## config.mk

```make
export PLATFORM = sky130hd
export DESIGN_NAME = rast_hit_collector
export DESIGN_NICKNAME = d
export VERILOG_FILES = /design/src/rtl/rast_hit_collector.sv
export SDC_FILE = /design/constraint.sdc
export NUM_CORES = 2
export LEC_CHECK = 0
export BUFFER_PORTS_ARGS = -buffer_cell sky130_fd_sc_hd__buf_2
export CORE_UTILIZATION = 56
export DETAILED_ROUTE_END_ITERATION = 10
export PLACE_DENSITY = 0.86
export SYNTH_ARGS = -nofsm -noshare
export SYNTH_HDL_FRONTEND = slang
export SYNTH_SLANG_ARGS = --single-unit
```

## constraint.sdc

```tcl
create_clock -name clk -period 13.2 [get_ports clk]
set_clock_uncertainty 0.15 [all_clocks]
set_input_delay 0.66 -clock clk [delete_from_list [all_inputs] [get_ports clk]]
set_output_delay 0.66 -clock clk [all_outputs]
set_load 0.01 [all_outputs]
```

## src/rtl/rast_hit_collector.sv

```systemverilog
// Hit collector behind the rast sample-output port: up to two hits in per cycle,
// one out over valid/ready, with early almost-full warning and drop accounting.
module rast_hit_collector #(
  parameter int unsigned SIGFIG = 24,
  parameter int unsigned RADIX  = 10,
  parameter int unsigned AXIS   = 3,
  parameter int unsigned COLORS = 3,
  parameter int unsigned DEPTH  = 16,
  parameter int unsigned AF_GAP = 4
) (
  input  logic                            clk,
  input  logic                            rst,
  input  logic [AXIS-1:0][SIGFIG-1:0]     hit_R18S,
  input  logic                            hit_valid_R18H,
  input  logic [AXIS-1:0][SIGFIG-1:0]     hit_R18S_2,
  input  logic                            hit_valid_R18H_2,
  input  logic [COLORS-1:0][SIGFIG-1:0]   color_R18U,
  input  logic                            clear_H,
  output logic [AXIS-1:0][SIGFIG-1:0]     out_hit_S,
  output logic [COLORS-1:0][SIGFIG-1:0]   out_color_U,
  output logic                            out_valid_H,
  input  logic                            out_ready_H,
  output logic                            almostFull_L,
  output logic                            overflow_H,
  output logic [31:0]                     hitCnt_U,
  output logic [15:0]                     dropCnt_U
);

  localparam int unsigned PW = $clog2(DEPTH);
  localparam int unsigned CW = PW + 1;
  localparam int unsigned HW = AXIS * SIGFIG;
  localparam int unsigned KW = COLORS * SIGFIG;
  localparam int unsigned EW = HW + KW;

  if (RADIX >= SIGFIG) begin : g_bad_radix
    $error("RADIX must be smaller than SIGFIG");
  end
  if (DEPTH < 4 || (DEPTH & (DEPTH - 1)) != 0) begin : g_bad_depth
    $error("DEPTH must be a power of two and at least 4");
  end
  if (AF_GAP < 2 || AF_GAP >= DEPTH) begin : g_bad_gap
    $error("AF_GAP must satisfy 2 <= AF_GAP < DEPTH");
  end

  logic [EW-1:0] mem_q [DEPTH];
  logic [PW-1:0] rd_ptr_q, rd_ptr_d;
  logic [PW-1:0] wr_ptr_q, wr_ptr_d, wr_ptr_p1;
  logic [CW-1:0] count_q, count_d;
  logic [EW-1:0] head_q, head_d;
  logic          out_valid_q;
  logic          almost_full_l_q;
  logic          overflow_q, overflow_d;
  logic [31:0]   hit_cnt_q, hit_cnt_d;
  logic [15:0]   drop_cnt_q, drop_cnt_d;

  logic          pop;
  logic [1:0]    in_cnt;
  logic [CW:0]   space;
  logic [1:0]    accepted;
  logic [1:0]    dropped;
  logic          wr0_en, wr1_en;
  logic [EW-1:0] wr0_data, wr1_data;
  logic [16:0]   drop_sum;

  always_comb begin
    pop       = out_valid_q & out_ready_H;
    in_cnt    = {1'b0, hit_valid_R18H} + {1'b0, hit_valid_R18H_2};
    space     = (CW+1)'(DEPTH) - {1'b0, count_q} + (CW+1)'(pop);
    accepted  = ((CW+1)'(in_cnt) > space) ? space[1:0] : in_cnt;
    dropped   = in_cnt - accepted;
    wr0_en    = (accepted != 2'd0);
    wr1_en    = (accepted == 2'd2);
    // A lone secondary hit takes the first free slot.
    wr0_data  = hit_valid_R18H ? {hit_R18S, color_R18U} : {hit_R18S_2, color_R18U};
    wr1_data  = {hit_R18S_2, color_R18U};
    wr_ptr_p1 = wr_ptr_q + PW'(1);
    rd_ptr_d  = rd_ptr_q + PW'(pop);
    wr_ptr_d  = wr_ptr_q + PW'(accepted);
    count_d   = count_q + CW'(accepted) - CW'(pop);
  end

  // The next head may be a hit written on this very edge, so bypass storage then.
  always_comb begin
    head_d = head_q;
    if (count_d != '0) begin
      if (wr0_en && (rd_ptr_d == wr_ptr_q)) begin
        head_d = wr0_data;
      end else if (wr1_en && (rd_ptr_d == wr_ptr_p1)) begin
        head_d = wr1_data;
      end else begin
        head_d = mem_q[rd_ptr_d];
      end
    end
  end

  always_comb begin
    drop_sum   = {1'b0, drop_cnt_q} + 17'(dropped);
    hit_cnt_d  = hit_cnt_q + 32'(accepted);
    drop_cnt_d = drop_sum[16] ? '1 : drop_sum[15:0];
    overflow_d = overflow_q | (dropped != 2'd0);
    if (clear_H) begin
      hit_cnt_d  = '0;
      drop_cnt_d = '0;
      overflow_d = 1'b0;
    end
  end

  always_ff @(posedge clk) begin
    if (wr0_en) begin
      mem_q[wr_ptr_q] <= wr0_data;
    end
    if (wr1_en) begin
      mem_q[wr_ptr_p1] <= wr1_data;
    end
  end

  always_ff @(posedge clk or negedge rst) begin
    if (!rst) begin
      rd_ptr_q        <= '0;
      wr_ptr_q        <= '0;
      count_q         <= '0;
      head_q          <= '0;
      out_valid_q     <= 1'b0;
      almost_full_l_q <= 1'b1;
      overflow_q      <= 1'b0;
      hit_cnt_q       <= '0;
      drop_cnt_q      <= '0;
    end else begin
      rd_ptr_q        <= rd_ptr_d;
      wr_ptr_q        <= wr_ptr_d;
      count_q         <= count_d;
      head_q          <= head_d;
      out_valid_q     <= (count_d != '0);
      almost_full_l_q <= !(count_d >= CW'(DEPTH - AF_GAP));
      overflow_q      <= overflow_d;
      hit_cnt_q       <= hit_cnt_d;
      drop_cnt_q      <= drop_cnt_d;
    end
  end

  assign out_hit_S    = head_q[EW-1 -: HW];
  assign out_color_U  = head_q[KW-1:0];
  assign out_valid_H  = out_valid_q;
  assign almostFull_L = almost_full_l_q;
  assign overflow_H   = overflow_q;
  assign hitCnt_U     = hit_cnt_q;
  assign dropCnt_U    = drop_cnt_q;

endmodule
```

==> run summary <==
The maximum frequency from static timing analysis is 0.1286 GHz, and the buffer count from post-CTS setup fixing is 0. STA classifies the critical path endpoint as a register. The count of different cell masters after synthesis is 61.

In this run, post-CTS repair resized a total of 0 instances. In this run the count of I/O pins placed on the die edge is 417. The logs give 0 for the reported max-cap violation count and 0 for the number of nets with antenna violations after detailed routing. The floorplan step set the die width to 452.9 um. The number of hold buffers added after CTS was 105. The final reports fail on slew limit. During synthesis, Yosys emitted a total of 0 warnings. Top cell type by total area after synthesis: sky130_fd_sc_hd__edfxtp_1.

Total grt overflow: 0. The run gives 333500 um as the detailed-route wire length. The number of max-slew violations in the final report was 67.

The tools report the post-synthesis instance area as 113800 sq um. The worst setup path is of the reg -> reg kind. The number of clock buffers added by TritonCTS is 276. The actual slew at the worst max-slew pin was 1.552 ns; the average routed wire per standard cell was 33.41 um.

Of the cells placed in the final design, the portion with a size suffix greater than 1 is 34.20%. Mean cell area of the mapped netlist: 16.86 sq um. The final cell area excluding filler cells came out at 127500 sq um. Yosys attributes the largest share of cell area to sky130_fd_sc_hd__edfxtp_1 (61%), sky130_fd_sc_hd__mux4_2 (11%), sky130_fd_sc_hd__mux2_2 (9.2%), sky130_fd_sc_hd__dfrtp_1 (4.6%), sky130_fd_sc_hd__nand2_1 (2.7%). The floorplan row count was 165; the routed via count divided by cell count was 6.942. After technology mapping, the gate count stands at 6752. In the routed design, unresolved DRC markers number 0. The depth of the CTS H-tree was 5. Broken down by cell family, the worst path's largest delay share belongs to compound AO/OA/AOI/OAI gates. Of the synthesized area, sequential elements account for 65.35%. In this run the most critical hold path is launched from hit_R18S_2[42]. The routed layout has 69.29k vias. The run finished, with violations left. Overall routing resource usage: 32.30%. After the last flow step, the layout net total stands at 7338. The tree built by TritonCTS fans out to 2512 sinks. The relative max-transition margin was -3.461%. In this run the power density over the cells is 250.4 nW/um^2.

After clock tree synthesis, the clock-pin slew on the worst setup and hold paths is 0.06 ns. The tools report the filler cell count as 13.19k. Summed over all nets, the half-perimeter wirelength after detailed placement is 163000 um. The congestion estimate from routability-driven global placement came to 0.8181.

Initial core utilization: 56.33%. Walking the worst path, the cells encountered are nand2_1 -> ha_1 -> inv_1 -> ha_1 -> inv_1 -> ha_1 -> nand2b_1 -> a221oi_1 -> o21ai_0 -> o21ai_0 -> inv_1 -> ha_1 -> inv_1 -> ha_1 -> inv_1 -> fa_1 -> inv_1 -> or3_1 -> a211oi_4 -> buf_4 -> inv_8 -> buf_4 -> nand4_1 -> o211ai_1. The starting DRC count in detailed routing came out at 9841.

Delay of the slowest cell on the worst path: 0.55 ns. The number of antenna violations at the first check in global routing came out at 44. The core area is 202100 sq um, and the worst vdd rail ir drop is 0.0003510 V.

The tools report the via count of the first global-routing pass as 71.24k. The most critical setup path has its startpoint at out_valid_H. The later pin in the worst-skew pair is clocked with a latency of 0.94 ns. The shortest period the worst path allows came out at 7.778 ns. The largest fanout of any net on the critical path works out to 113. The path category of the worst min-delay check is in -> reg. Setup repair after global routing left no endpoint under its margin.

Data arrives at the worst endpoint at 8.33 ns. The synthesized design contains 2304 enable-type register cells. The flip-flop and latch count after synthesis came out at 2512. The tools report the area of the die as 205100 sq um. The port buffer count is 416, and the maximum clock path buffer count is 4. Summing all multi-input logic gate instances after layout gives 36540 sq um.

Dividing the final minimum period by the clock period gives 58.93%. For the final setup TNS, the log shows 0 ns. After detailed placement, the total cell area comes to 117800 sq um. On the critical path, the stage with the largest delay is an instance of sky130_fd_sc_hd__a221oi_1. Among all flip-flop cells after synthesis, the most frequent one is sky130_fd_sc_hd__edfxtp_1.

Together, buffers and inverters on the worst path number 9. The critical path startpoint category is a register. The largest net degree at the start of global routing is 165.

In this run the critical register-to-register path is launched from out_valid_H. Across the whole layout, storage elements account for 74390 sq um. The library cell used as clock root buffer is sky130_fd_sc_hd__clkbuf_16. In this run the static leakage power is 0.04495 uW. The run gives 5.42 ns as the worst reg-to-reg setup slack. Data on the critical path is required at its endpoint by 13.75 ns.

Setup violations remaining at the end of the flow were counted as 0. From bottom edge to top edge, the die measures 452.9 um. For this run, the detailed router's first-pass iteration total came to 6. The area added between synthesis and finish is 12.00%, and the share of synthesized flip-flops with an asynchronous set or reset is 8.280%. TritonCTS built the clock tree.

Area fraction of the dominant cell type after synthesis: 60.77%. The first global-routing pass estimated 481000 um of wire. The cell that appears most often on the critical path is sky130_fd_sc_hd__inv_1. The number of nets in the synthesized netlist is 7006. The total count of hold-check failures in the final report was 0.
[metrics by stage]
| step | setup slack (ns) | cells | total power [uW] | hold WS [ns] | util (%) |
|---|---|---|---|---|---|
| after global placement | 5.717 | 9373 | 23680 | 0.3323 | 58.30 |
| after CTS | 5.618 | 9958 | 31720 | 0.001424 | 63.05 |
| after global routing | 5.154 | 9976 | 32900 | 0.03826 | 63.08 |
| after floorplan | -0.5828 | 6752 | 20590 | 0.2144 | - |
| after detailed placement | 5.350 | 9373 | 24110 | 0.3414 | 58.30 |
| final | 5.422 | 9982 | 31920 | 0.04747 | 63.08 |
[Yosys cell counts (all sizes together), types with 9 or more instances]
cell / count
edfxtp: 2304
mux2: 1155
nand2: 816
mux4: 576
clkbuf: 364
buf: 223
dfrtp: 207
and3: 148
a31oi: 145
nor2: 108
inv: 103
nand4: 101
o21ai: 98
a221oi: 73
mux2i: 73
o211ai: 73
ha: 28
xor2: 26
a21oi: 24
xnor2: 24
nand3: 17
nor3: 10
or3: 9
[path summary, 6_finish.rpt]
path / end / cells after the start
worst max-delay path: head_q[50] / 24
worst min-delay path: head_q[114] / 3
worst max register to register: head_q[50] / 24
worst min register to register: overflow_H / 1
max in group asynchronous: head_q[133] / 4
min in group asynchronous: head_q[99] / 2
[state kept, by name, indices dropped and copies added, names as in the netlist]
register / cells
almostFull_L: 1
count_q: 5
dropCnt_U: 16
head_q: 144
hitCnt_U: 32
mem_q: 2304
out_valid_H: 1
overflow_H: 1
rd_ptr_q: 4
wr_ptr_q: 4
[logic make-up after synthesis]
family	after synthesis	synth area share [%]
XOR/XNOR	51	0.4253
flip-flops	2512	65.35
AO/OA/AOI/OAI	430	2.516
multiplexers	1804	23.58
buffers and inverters	690	2.848
adder cells (fa/ha/maj)	32	0.3781
AND/OR/NAND/NOR	1233	4.905
[layout by cell type (no fill, tap or decap), types with 77 or more instances in the layout]
cell type	n
sky130_fd_sc_hd__a31oi_1	145
sky130_fd_sc_hd__and3_1	148
sky130_fd_sc_hd__buf_2	414
sky130_fd_sc_hd__buf_4	109
sky130_fd_sc_hd__clkbuf_1	77
sky130_fd_sc_hd__clkbuf_16	284
sky130_fd_sc_hd__dfrtp_1	207
sky130_fd_sc_hd__dlygate4sd3_1	105
sky130_fd_sc_hd__edfxtp_1	2304
sky130_fd_sc_hd__inv_1	100
sky130_fd_sc_hd__mux2_1	193
sky130_fd_sc_hd__mux2_2	926
sky130_fd_sc_hd__mux4_2	576
sky130_fd_sc_hd__nand2_1	816
sky130_fd_sc_hd__nand4_1	85
sky130_fd_sc_hd__nor2_1	106
[metal layers]
metal	routed length (um)	GRT usage, %	share of wire (%)	vias to the layer above
met1	109200	40.79	33	34893
met2	159900	51.82	48	5860
met3	43950	7.621	13	1268
met5	207	0	0.062	-
met4	20190	17.69	6.1	32
li1	-	-	-	27238
[report_power, final]
group / leakage [uW] / total [uW] / internal [uW] / switching [uW]
Sequential: 0.0234 / 11100 / 10600 / 574
Combinational: 0.0173 / 13300 / 5380 / 7950
Clock: 0.00420 / 7460 / 4360 / 3100
Total: 0.0449 / 31900 / 20300 / 11600
[area by class of cell]
class                           instances  area share, %
Multi-Input combinational cell       3550          28.66
Antenna cell                           24        0.04710
Clock buffer                          388          6.092
Sequential cell                      2512          58.35
Timing Repair Buffer                  641          3.284
Tap cell                             2672          2.622
Inverter                              103         0.3189
Clock inverter                         92         0.6280
[worst reg2reg max path, delay by kind of cell, from the launching register on]
family,cells,cell delay [ns]
buffers and inverters,9,1.99
flip-flops,1,0.38
AND/OR/NAND/NOR,4,1.06
adder cells (fa/ha/maj),6,1.95
AO/OA/AOI/OAI,5,2.03
(Power assumes the default switching activity.)
